## config.mk

```make
export PLATFORM = sky130hd
export DESIGN_NAME = ccff_chain_loader
export DESIGN_NICKNAME = d
export VERILOG_FILES = /design/src/rtl/ccff_chain_loader.sv
export SDC_FILE = /design/constraint.sdc
export NUM_CORES = 1
export LEC_CHECK = 0
export CORE_UTILIZATION = 40
export CTS_CLUSTER_SIZE = 10
export DETAILED_ROUTE_END_ITERATION = 6
export GPL_ROUTABILITY_DRIVEN = 0
export PLACE_DENSITY_LB_ADDON = 0.15
export REMOVE_ABC_BUFFERS = 1
export SKIP_LAST_GASP = 1
export SYNTH_ARGS = -nofsm -noshare
export SYNTH_HDL_FRONTEND = slang
export SYNTH_SLANG_ARGS = --single-unit
```

## constraint.sdc

```tcl
create_clock -name prog_clk -period 4.7 [get_ports prog_clk]
set_input_delay 0.705 -clock prog_clk [delete_from_list [all_inputs] [get_ports prog_clk]]
set_output_delay 0.705 -clock prog_clk [all_outputs]
set_load 0.02 [all_outputs]
```

## src/rtl/ccff_chain_loader.sv

```systemverilog
// ccff_chain_loader: streams a byte-wide bitstream into a serial
// configuration flip-flop chain, MSB of each byte first, and keeps the
// fabric isolated (isol_n=0) until a load has completed cleanly.
//
// Optional feature: define CCFF_TAIL_CHECK_EN to prepend an 8-bit header
// (0xA5) to every load and verify it emerging from ccff_tail during the
// last 8 shifts. Without the macro there is no header, no comparator and
// error is tied low.
module ccff_chain_loader #(
    parameter int CHAIN_LEN = 1024
) (
    input  logic       prog_clk,
    input  logic       prog_reset_n,
    input  logic       start,
    input  logic [7:0] s_data,
    input  logic       s_valid,
    output logic       s_ready,
    output logic       ccff_head,
    output logic       ccff_shift_en,
    input  logic       ccff_tail,
    output logic       isol_n,
    output logic       busy,
    output logic       done,
    output logic       error
);

`ifdef CCFF_TAIL_CHECK_EN
    typedef enum logic [1:0] {IDLE = 2'd0, LOAD = 2'd1, SHIFT = 2'd2, HDR = 2'd3} state_t;
    localparam logic [7:0]  HEADER       = 8'hA5;
    localparam logic [15:0] CHAIN_LEN16  = 16'(CHAIN_LEN);
    localparam logic [15:0] TOTAL_SHIFTS = 16'(CHAIN_LEN + 8);
`else
    typedef enum logic [1:0] {IDLE = 2'd0, LOAD = 2'd1, SHIFT = 2'd2} state_t;
    localparam logic [15:0] TOTAL_SHIFTS = 16'(CHAIN_LEN);
`endif

    state_t      state;
    logic [15:0] shift_cnt;   // shifts issued so far in this load
    logic [2:0]  bit_idx;     // position within the current byte
    logic [6:0]  shreg;       // remaining bits of the current byte, next bit at [6]
    logic        shifting;
    logic        accept;
    logic        last_bit;
    logic        final_shift;
    logic        err_next;

`ifdef CCFF_TAIL_CHECK_EN
    assign shifting = (state == SHIFT) || (state == HDR);
`else
    assign shifting = (state == SHIFT);
`endif

    assign accept      = (state == LOAD) && s_valid && s_ready;
    assign last_bit    = (bit_idx == 3'd7);
    // The header is always followed by data, so only SHIFT can end a load.
    assign final_shift = (state == SHIFT) && last_bit && (shift_cnt + 16'd1 == TOTAL_SHIFTS);

`ifdef CCFF_TAIL_CHECK_EN
    logic       tail_window;
    logic       tail_bad;
    logic [2:0] hdr_pos;
    logic       err_acc;
    logic       err_q;

    // The header reaches the tail during the last 8 shifts. CHAIN_LEN is a
    // multiple of 8, so the header bit offset is just the low counter bits.
    assign tail_window = (state == SHIFT) && (shift_cnt >= CHAIN_LEN16);
    assign hdr_pos     = 3'd7 - shift_cnt[2:0];
    assign tail_bad    = tail_window && (ccff_tail != HEADER[hdr_pos]);
    assign err_next    = err_acc | tail_bad;
    assign error       = err_q;

    // Accumulate tail mismatches over a load; publish the verdict at completion.
    always_ff @(posedge prog_clk or negedge prog_reset_n) begin
        if (!prog_reset_n) begin
            err_acc <= 1'b0;
            err_q   <= 1'b0;
        end else if (state == IDLE && start) begin
            err_acc <= 1'b0;
            err_q   <= 1'b0;
        end else if (shifting) begin
            err_acc <= err_next;
            if (final_shift) begin
                err_q <= err_next;
            end
        end
    end
`else
    logic unused_tail;

    assign unused_tail = ccff_tail;
    assign err_next    = 1'b0;
    assign error       = 1'b0;
`endif

    // Load sequencer: state, counters and all registered handshake/chain outputs.
    always_ff @(posedge prog_clk or negedge prog_reset_n) begin
        if (!prog_reset_n) begin
            state         <= IDLE;
            shift_cnt     <= '0;
            bit_idx       <= '0;
            s_ready       <= 1'b0;
            ccff_head     <= 1'b0;
            ccff_shift_en <= 1'b0;
            busy          <= 1'b0;
            done          <= 1'b0;
            isol_n        <= 1'b0;
        end else begin
            case (state)
                IDLE: begin
                    if (start) begin
                        busy      <= 1'b1;
                        done      <= 1'b0;
                        isol_n    <= 1'b0;
                        shift_cnt <= '0;
                        bit_idx   <= '0;
`ifdef CCFF_TAIL_CHECK_EN
                        state         <= HDR;
                        ccff_shift_en <= 1'b1;
                        ccff_head     <= HEADER[7];
`else
                        state   <= LOAD;
                        s_ready <= 1'b1;
`endif
                    end
                end
                LOAD: begin
                    if (accept) begin
                        state         <= SHIFT;
                        s_ready       <= 1'b0;
                        ccff_shift_en <= 1'b1;
                        ccff_head     <= s_data[7];
                        bit_idx       <= '0;
                    end
                end
`ifdef CCFF_TAIL_CHECK_EN
                HDR,
`endif
                SHIFT: begin
                    shift_cnt <= shift_cnt + 16'd1;
                    bit_idx   <= bit_idx + 3'd1;
                    if (last_bit) begin
                        ccff_shift_en <= 1'b0;
                        ccff_head     <= 1'b0;
                        if (final_shift) begin
                            state  <= IDLE;
                            busy   <= 1'b0;
                            done   <= 1'b1;
                            isol_n <= ~err_next;
                        end else begin
                            state   <= LOAD;
                            s_ready <= 1'b1;
                        end
                    end else begin
                        ccff_head <= shreg[6];
                    end
                end
                default: begin
                    state <= IDLE;
                end
            endcase
        end
    end

    // Byte shifter: data path only, so it carries no reset.
    always_ff @(posedge prog_clk) begin
`ifdef CCFF_TAIL_CHECK_EN
        if (state == IDLE && start) begin
            shreg <= HEADER[6:0];
        end else if (accept) begin
            shreg <= s_data[6:0];
        end else if (shifting) begin
            shreg <= {shreg[5:0], 1'b0};
        end
`else
        if (accept) begin
            shreg <= s_data[6:0];
        end else if (shifting) begin
            shreg <= {shreg[5:0], 1'b0};
        end
`endif
    end

endmodule

```

==> out/metrics.yaml, run 1 <==
clocking:
  cts_tree: "yes"
  clock_latency_ps: 290
  clock-sinks: 33
  cts_buffers: 5
  cts_root_buf: "clkbuf_8"
  cts_max_path_buffers: 2
  cts-hold-fix-buffers: 0
  cts.repair.resized: 0
  cts_setup_buffers: 0
  clk_pin_slew_worst_paths_ps: 70
  h-tree-depth: 2
cells_and_area:
  diodes: 0
  drive_above_1_share: 0.122
  multi_input_area_um2: 925
  final_nets: 220
  fill_cells: 426
  fin_area_um2: 2140
  syn_to_final_growth_pct: 13.3
  final-seq-area_um2: 861
floorplanning:
  die_h_um: 70.7
  start_util: 0.425
  pin_count: 20
  core_um2: 4440
  die_area_um2: 5000
  die_x_um: 70.7
  placementRows: 24
place:
  dp_hpwl_mm: 2.65
  place_area_um2: 2050
  dp_slack_ps: 2040
  port_buffers: 17
synth:
  synth_ff_type: "dfrtp_1"
  yosys.area_share.simple: 0.229
  synth_xor_area_frac: 0.0186
  yosysWarningCount: 0
  synth_compound_area_frac: 0.174
  synthTopCellsByCount: "dfrtp_1 (26), o21ai_0 (24), nand2_1 (20)"
  synth_top_family_by_area: "simple AND/OR/NAND/NOR gates"
  yosysSeqAreaShare: 0.456
  syn_area_per_cell_um2: 9.88
  yosysMostFrequentCell: "dfrtp_1"
  async_flop_share: 0.788
  synth_cells: 191
  ys_top_cells_by_area: "dfrtp_1 (34%), edfxtp_1 (11%), o21ai_0 (6.4%)"
  synth-edff-count: 7
  synth-seq-cells: 33
  yosysUniqueCellTypes: 49
  synth_adder_area_share: 0.0199
  synthMuxAreaShare: 0.0464
  synth_area_um2: 1890
  yosysTopAreaCell: "dfrtp_1"
  synth_top_area_frac: 0.345
setup_path:
  critPathRequiredTime_ps: 4640
  reg2regPathDepth: 6
  critPathArrivalTime_ps: 2310
  end_kind: "register"
  cp-start-kind: "input pin"
  ff2ff_setup_slack_ps: 2540
  worst_r2r_endpoint: "s_ready"
  r2r_start: "shift_cnt[0]"
  cp_max_fo: 16
  crit_type: "input pin to register"
worst_hold_path:
  hp-start: "shreg[6]"
  hp-class: "register to register"
  holdPathStages: 2
  hold_path_end: "ccff_head"
power:
  power_switching_mw: 0.277
  vdd_drop_max_mv: 0.197
  clkPwrFrac: 0.246
  switching_share: 0.331
  cellPowerDensity_nw_per_um2: 392
  p_int_mw: 0.560
  pwr-share-comb: 0.280
  power.leakage_nw: 0.857
  pwr-share-seq: 0.474
timing:
  hold_viol: 0
  max_freq_mhz: 423
  setup_viol: 0
  hold_slack_ps: 497
  finClkSkew_ps: 7.46
  worstMarginPinSlew_ps: 753
  setup_tns_ps: 0
  slew_headroom: 0.495
  rsz0062_at_grt: "no"
  worst_slack_ps: 2330
  min_period_ps: 2370
  maxSlewViolCount: 0
  fin_crit_sh: 0.503
grt:
  antenna_found_initial: 0
  grt_max_degree: 27
  grt_util_all_layers: 0.175
  grt.overflow.total: 0
  grt_pass1_vias: 1386
  grt_pass1_wl_mm: 6.79
drt:
  firstDrtPassIters: 6
  first_iter_violations: 111
  drt-total-wl_mm: 3.97
  routed_via_density: 5.73
  wl_per_cell_um: 15.5
  vias: 1472
  drcViolationCount: 6
  ant_nets: 0
outcome:
  violations: "DRC"
  outcome: "complete, but fails checks"
flow_run:
  maxCapViolations: 0
-- state kept, by name, indices dropped and copies added, names as in the netlist --
register / count
shift_cnt: 16
shreg: 7
bit_idx: 3
state: 2
busy: 1
ccff_head: 1
ccff_shift_en: 1
done: 1
s_ready: 1
-- how the worst max path moves through the flow --
| stage | startpoint | to | slack, ps | cells past startpoint |
|---|---|---|---|---|
| finish | s_valid | shreg[2] | 2330 | 3 |
| CTS | s_valid | shreg[2] | 2320 | 3 |
| detailed placement | s_valid | shreg[6] | 2040 | 3 |
| floorplan | state[1] | busy | 2760 | 4 |
| global route | s_valid | shreg[1] | 2190 | 3 |
| global placement | s_valid | shreg[6] | 2090 | 3 |
-- final cells by class --
| class | instances | area share |
|---|---|---|
| multi-input combinational | 141 | 0.433 |
| sequential | 33 | 0.403 |
| timing repair buffer | 20 | 0.0902 |
| clock buffer | 6 | 0.0340 |
| tap | 52 | 0.0304 |
| inverter | 3 | 0.00527 |
| clock inverter | 2 | 0.00468 |
-- power groups by stage --
stage          logic [mW]  registers (mW)  clock network [mW]
2_1_floorplan       0.144           0.402                   0
6_report            0.235           0.397               0.206
3_3_place_gp        0.229           0.397                   0
3_5_place_dp        0.237           0.401                   0
4_1_cts             0.237           0.396               0.212
5_1_grt             0.265           0.404               0.229
-- cell families after synthesis --
kind of cell | after synthesis
xor gates and xnor gates | 4
and+or+nand+nor | 74
other | 1
adders and majority gates | 3
AOI/OAI and AO/OA | 51
muxes | 8
DFF | 33
buffers and inverters | 17
-- worst max-delay path: stages --
cell and delay [ps]:
clkdlybuf4s50_1 460, nand4b_1 590, nand2_1 550
-- stage by stage --
| step | instances | power, mW | util |
|---|---|---|---|
| 4_1_cts | 257 | 0.845 | 0.481 |
| 5_1_grt | 257 | 0.899 | 0.481 |
| 3_5_place_dp | 249 | 0.638 | 0.462 |
| 6_report | 257 | 0.837 | 0.481 |
| 3_3_place_gp | 249 | 0.626 | 0.462 |
| 2_1_floorplan | 177 | 0.546 | - |
-- placed cells by master, fill, tap and decap left out, drive strengths merged, types with 2 or more instances in the layout --
cell	count
nand2	20
clkinv	2
mux2i	2
dfrtp	26
nor2b	2
a32o	2
a22o	2
nor3	3
a21oi	8
nor4	6
mux2	6
edfxtp	7
o22ai	2
xor2	2
o41ai	2
nand3	8
buf	3
nor2	16
clkbuf	6
and4	3
a31oi	3
nand4	7
or3	2
nand2b	2
ha	3
xnor2	2
clkdlybuf4s50	17
inv	3
o21ai	25
-- layer usage --
metal / track usage / wire length [um]
met5: 0 / 0
met3: 0.0570 / 133
met4: 0.0533 / 48
met2: 0.263 / 1860
met1: 0.242 / 1930
No activity file was read; power rests on OpenSTA's default activity.
==> run 2: changes to the inputs <==
==> constraint.sdc (replaced) <==
create_clock -name prog_clk -period 2 [get_ports prog_clk]
set_input_delay 0.3 -clock prog_clk [delete_from_list [all_inputs] [get_ports prog_clk]]
set_output_delay 0.3 -clock prog_clk [all_outputs]
set_load 0.02 [all_outputs]
==> run 2 against run 1 <==
  * The run still ends with DRC left
  * Clock power grew 140%
  * Wire length grew 3.9%
  * Die area is the same
  * Sequential power grew 130%
  * Combinational power grew to 2.6 times the previous value
  * Via count grew 5.7%
==> out/metrics.yaml, run 2 (same netlist as run 1, synthesis figures left out) <==
floorplanning:
  core_um2: 4440  # unchanged
  placementRows: 24  # unchanged
  pin_count: 20  # unchanged
  start_util: 0.425  # unchanged
  die_area_um2: 5000  # unchanged
  die_h_um: 70.7  # unchanged
  die_x_um: 70.7  # unchanged
power:
  cellPowerDensity_nw_per_um2: 890  # +130%
  pwr-share-seq: 0.457  # -0.017
  power_mw: 2.02  # +140%
  p_int_mw: 1.36  # +140%
  clkPwrFrac: 0.240  # -0.006
  switching_share: 0.329  # -0.00207
  power.leakage_nw: 0.933  # +8.8%
  vdd_drop_max_mv: 0.382  # +94%
  pwr-share-comb: 0.303  # +0.023
  power_switching_mw: 0.664  # +140%
drt:
  wl_per_cell_um: 15.1  # -2.2%
  drt-total-wl_mm: 4.13  # +3.9%
  firstDrtPassIters: 7  # +1
  routed_via_density: 5.70  # -0.49%
  vias: 1556  # +5.7%
  ant_nets: 0  # unchanged
  drcViolationCount: 6  # unchanged
  first_iter_violations: 113  # +1.8%
cells_and_area:
  diodes: 0  # unchanged
  fin_area_um2: 2270  # +6.3%
  multi_input_area_um2: 941  # +1.8%
  largest_register: "shift_cnt"
  syn_to_final_growth_pct: 20.4
  final_nets: 236  # +7.3%
  final_cells: 273  # +6.2%
  layout_commonest_cell: "dfrtp_1"
  drive_above_1_share: 0.190  # +0.0681
  reg.largest.list: "shift_cnt: 16 flops, shreg: 7 flops, bit_idx: 3 flops"
  mostFrequentLayoutCells: "dfrtp_1 (26), o21ai_0 (24), nand2_1 (20)"
  final-seq-area_um2: 861  # unchanged
  fill_cells: 408  # -4.2%
  largest_reg_flops: 16  # unchanged
place:
  dp_slack_ps: 88.9  # -1950 ps
  dp.cells: 264  # +6.0%
  dp_hpwl_mm: 2.90  # +9.4%
  port_buffers: 17  # unchanged
  place_area_um2: 2170  # +5.5%
clocking:
  h-tree-depth: 2  # unchanged
  cts_tree: "yes"
  clk_pin_slew_worst_paths_ps: 70  # about the same
  cts_max_path_buffers: 2  # unchanged
  cts-hold-fix-buffers: 0  # unchanged
  cts_buffers: 5  # unchanged
  clock-sinks: 33  # unchanged
  cts_root_buf: "clkbuf_8"
  clock_latency_ps: 280  # about the same
grt:
  grt.overflow.total: 0  # unchanged
  grt_pass1_wl_mm: 7.09  # +4.4%
  grt_max_degree: 27  # unchanged
  grt_util_all_layers: 0.183  # +0.00809
  grt_pass1_vias: 1525  # +10%
  antenna_found_initial: 0  # unchanged
flow_run:
  maxCapViolations: 0  # unchanged
timing:
  finClkSkew_ps: 9.37  # +1.91 ps
  rsz0062_at_grt: "yes"
  max_freq_mhz: 530
  hold_viol: 0  # unchanged
  setup_viol: 0  # unchanged
  min_period_ps: 1890
  fin_crit_sh: 0.944
  worst_slack_ps: 113  # -2220 ps
  maxSlewViolCount: 0  # unchanged
  setup_tns_ps: 0  # unchanged
setup_path:
  critPathRequiredTime_ps: 2150  # -2490 ps
  cp_max_fo: 9  # -7
  worst_r2r_endpoint: "busy"
  end_kind: "register"
  reg2regPathDepth: 6  # unchanged
  cp-start-kind: "register"
  critPathArrivalTime_ps: 2040  # -270 ps
  r2r_start: "shift_cnt[6]"
  crit_type: "register to register"
  ff2ff_setup_slack_ps: 110  # -2430 ps
outcome:
  outcome: "complete, but fails checks"
  violations: "DRC"
worst_hold_path:
  hp-class: "input pin to asynchronous set/reset pin"
run 2: per-stage QoR:
stage / utilization / hold WS, ps
after floorplan: - / 4.41
after global placement: 0.488 / 467
after detailed placement: 0.488 / 472
after CTS: 0.506 / 396
after global routing: 0.511 / 411
final: 0.511 / 383
run 2: repair_timing:
item	CTS	global route
buffers inserted	0	1
setup endpoints to repair	0	4
resized for setup	0	3
run 2: worst max path at each step:
stage	startpoint	endpoint	slack (ps)	depth (start not counted)
2_1_floorplan	state[1]	busy	60	4
3_5_place_dp	shift_cnt[1]	busy	90	7
6_report	shift_cnt[6]	busy	110	6
4_1_cts	shift_cnt[1]	busy	60	7
5_1_grt	shift_cnt[1]	state[0]	-7	6
3_3_place_gp	shift_cnt[1]	busy	110	7
run 2: layout make-up:
| type | instances | share of cell area |
|---|---|---|
| Tap cell | 52 | 0.0286 |
| Multi-Input combinational cell | 141 | 0.414 |
| Clock buffer | 7 | 0.0336 |
| Timing Repair Buffer | 36 | 0.138 |
| Inverter | 3 | 0.00496 |
| Clock inverter | 1 | 0.00220 |
| Sequential cell | 33 | 0.379 |
run 2: routing by layer:
| metal | GRT usage | up-vias | share of wire | routed length [um] |
|---|---|---|---|---|
| li1 | - | 766 | - | - |
| met1 | 0.242 | 750 | 0.47 | 1930 |
| met2 | 0.292 | 38 | 0.47 | 1940 |
| met3 | 0.0556 | 2 | 0.057 | 234 |
| met4 | 0.0556 | 0 | 0.0048 | 20 |
| met5 | 0 | - | 0 | 0 |
run 2: power by group through the flow:
stage	registers [mW]	logic [mW]	clock network, mW
detailed placement	0.935	0.613	0
floorplan	0.945	0.339	0
global route	0.944	0.687	0.527
global placement	0.926	0.591	0
CTS	0.921	0.616	0.493
finish	0.924	0.612	0.485
run 2: worst max-delay path, stage by stage (launching register included):
cell and delay, ps:
dfrtp_1 480, nand4_4 220, nor4_4 380, xor2_1 130, nor4_2 310, buf_4 170
a31oi_1 70
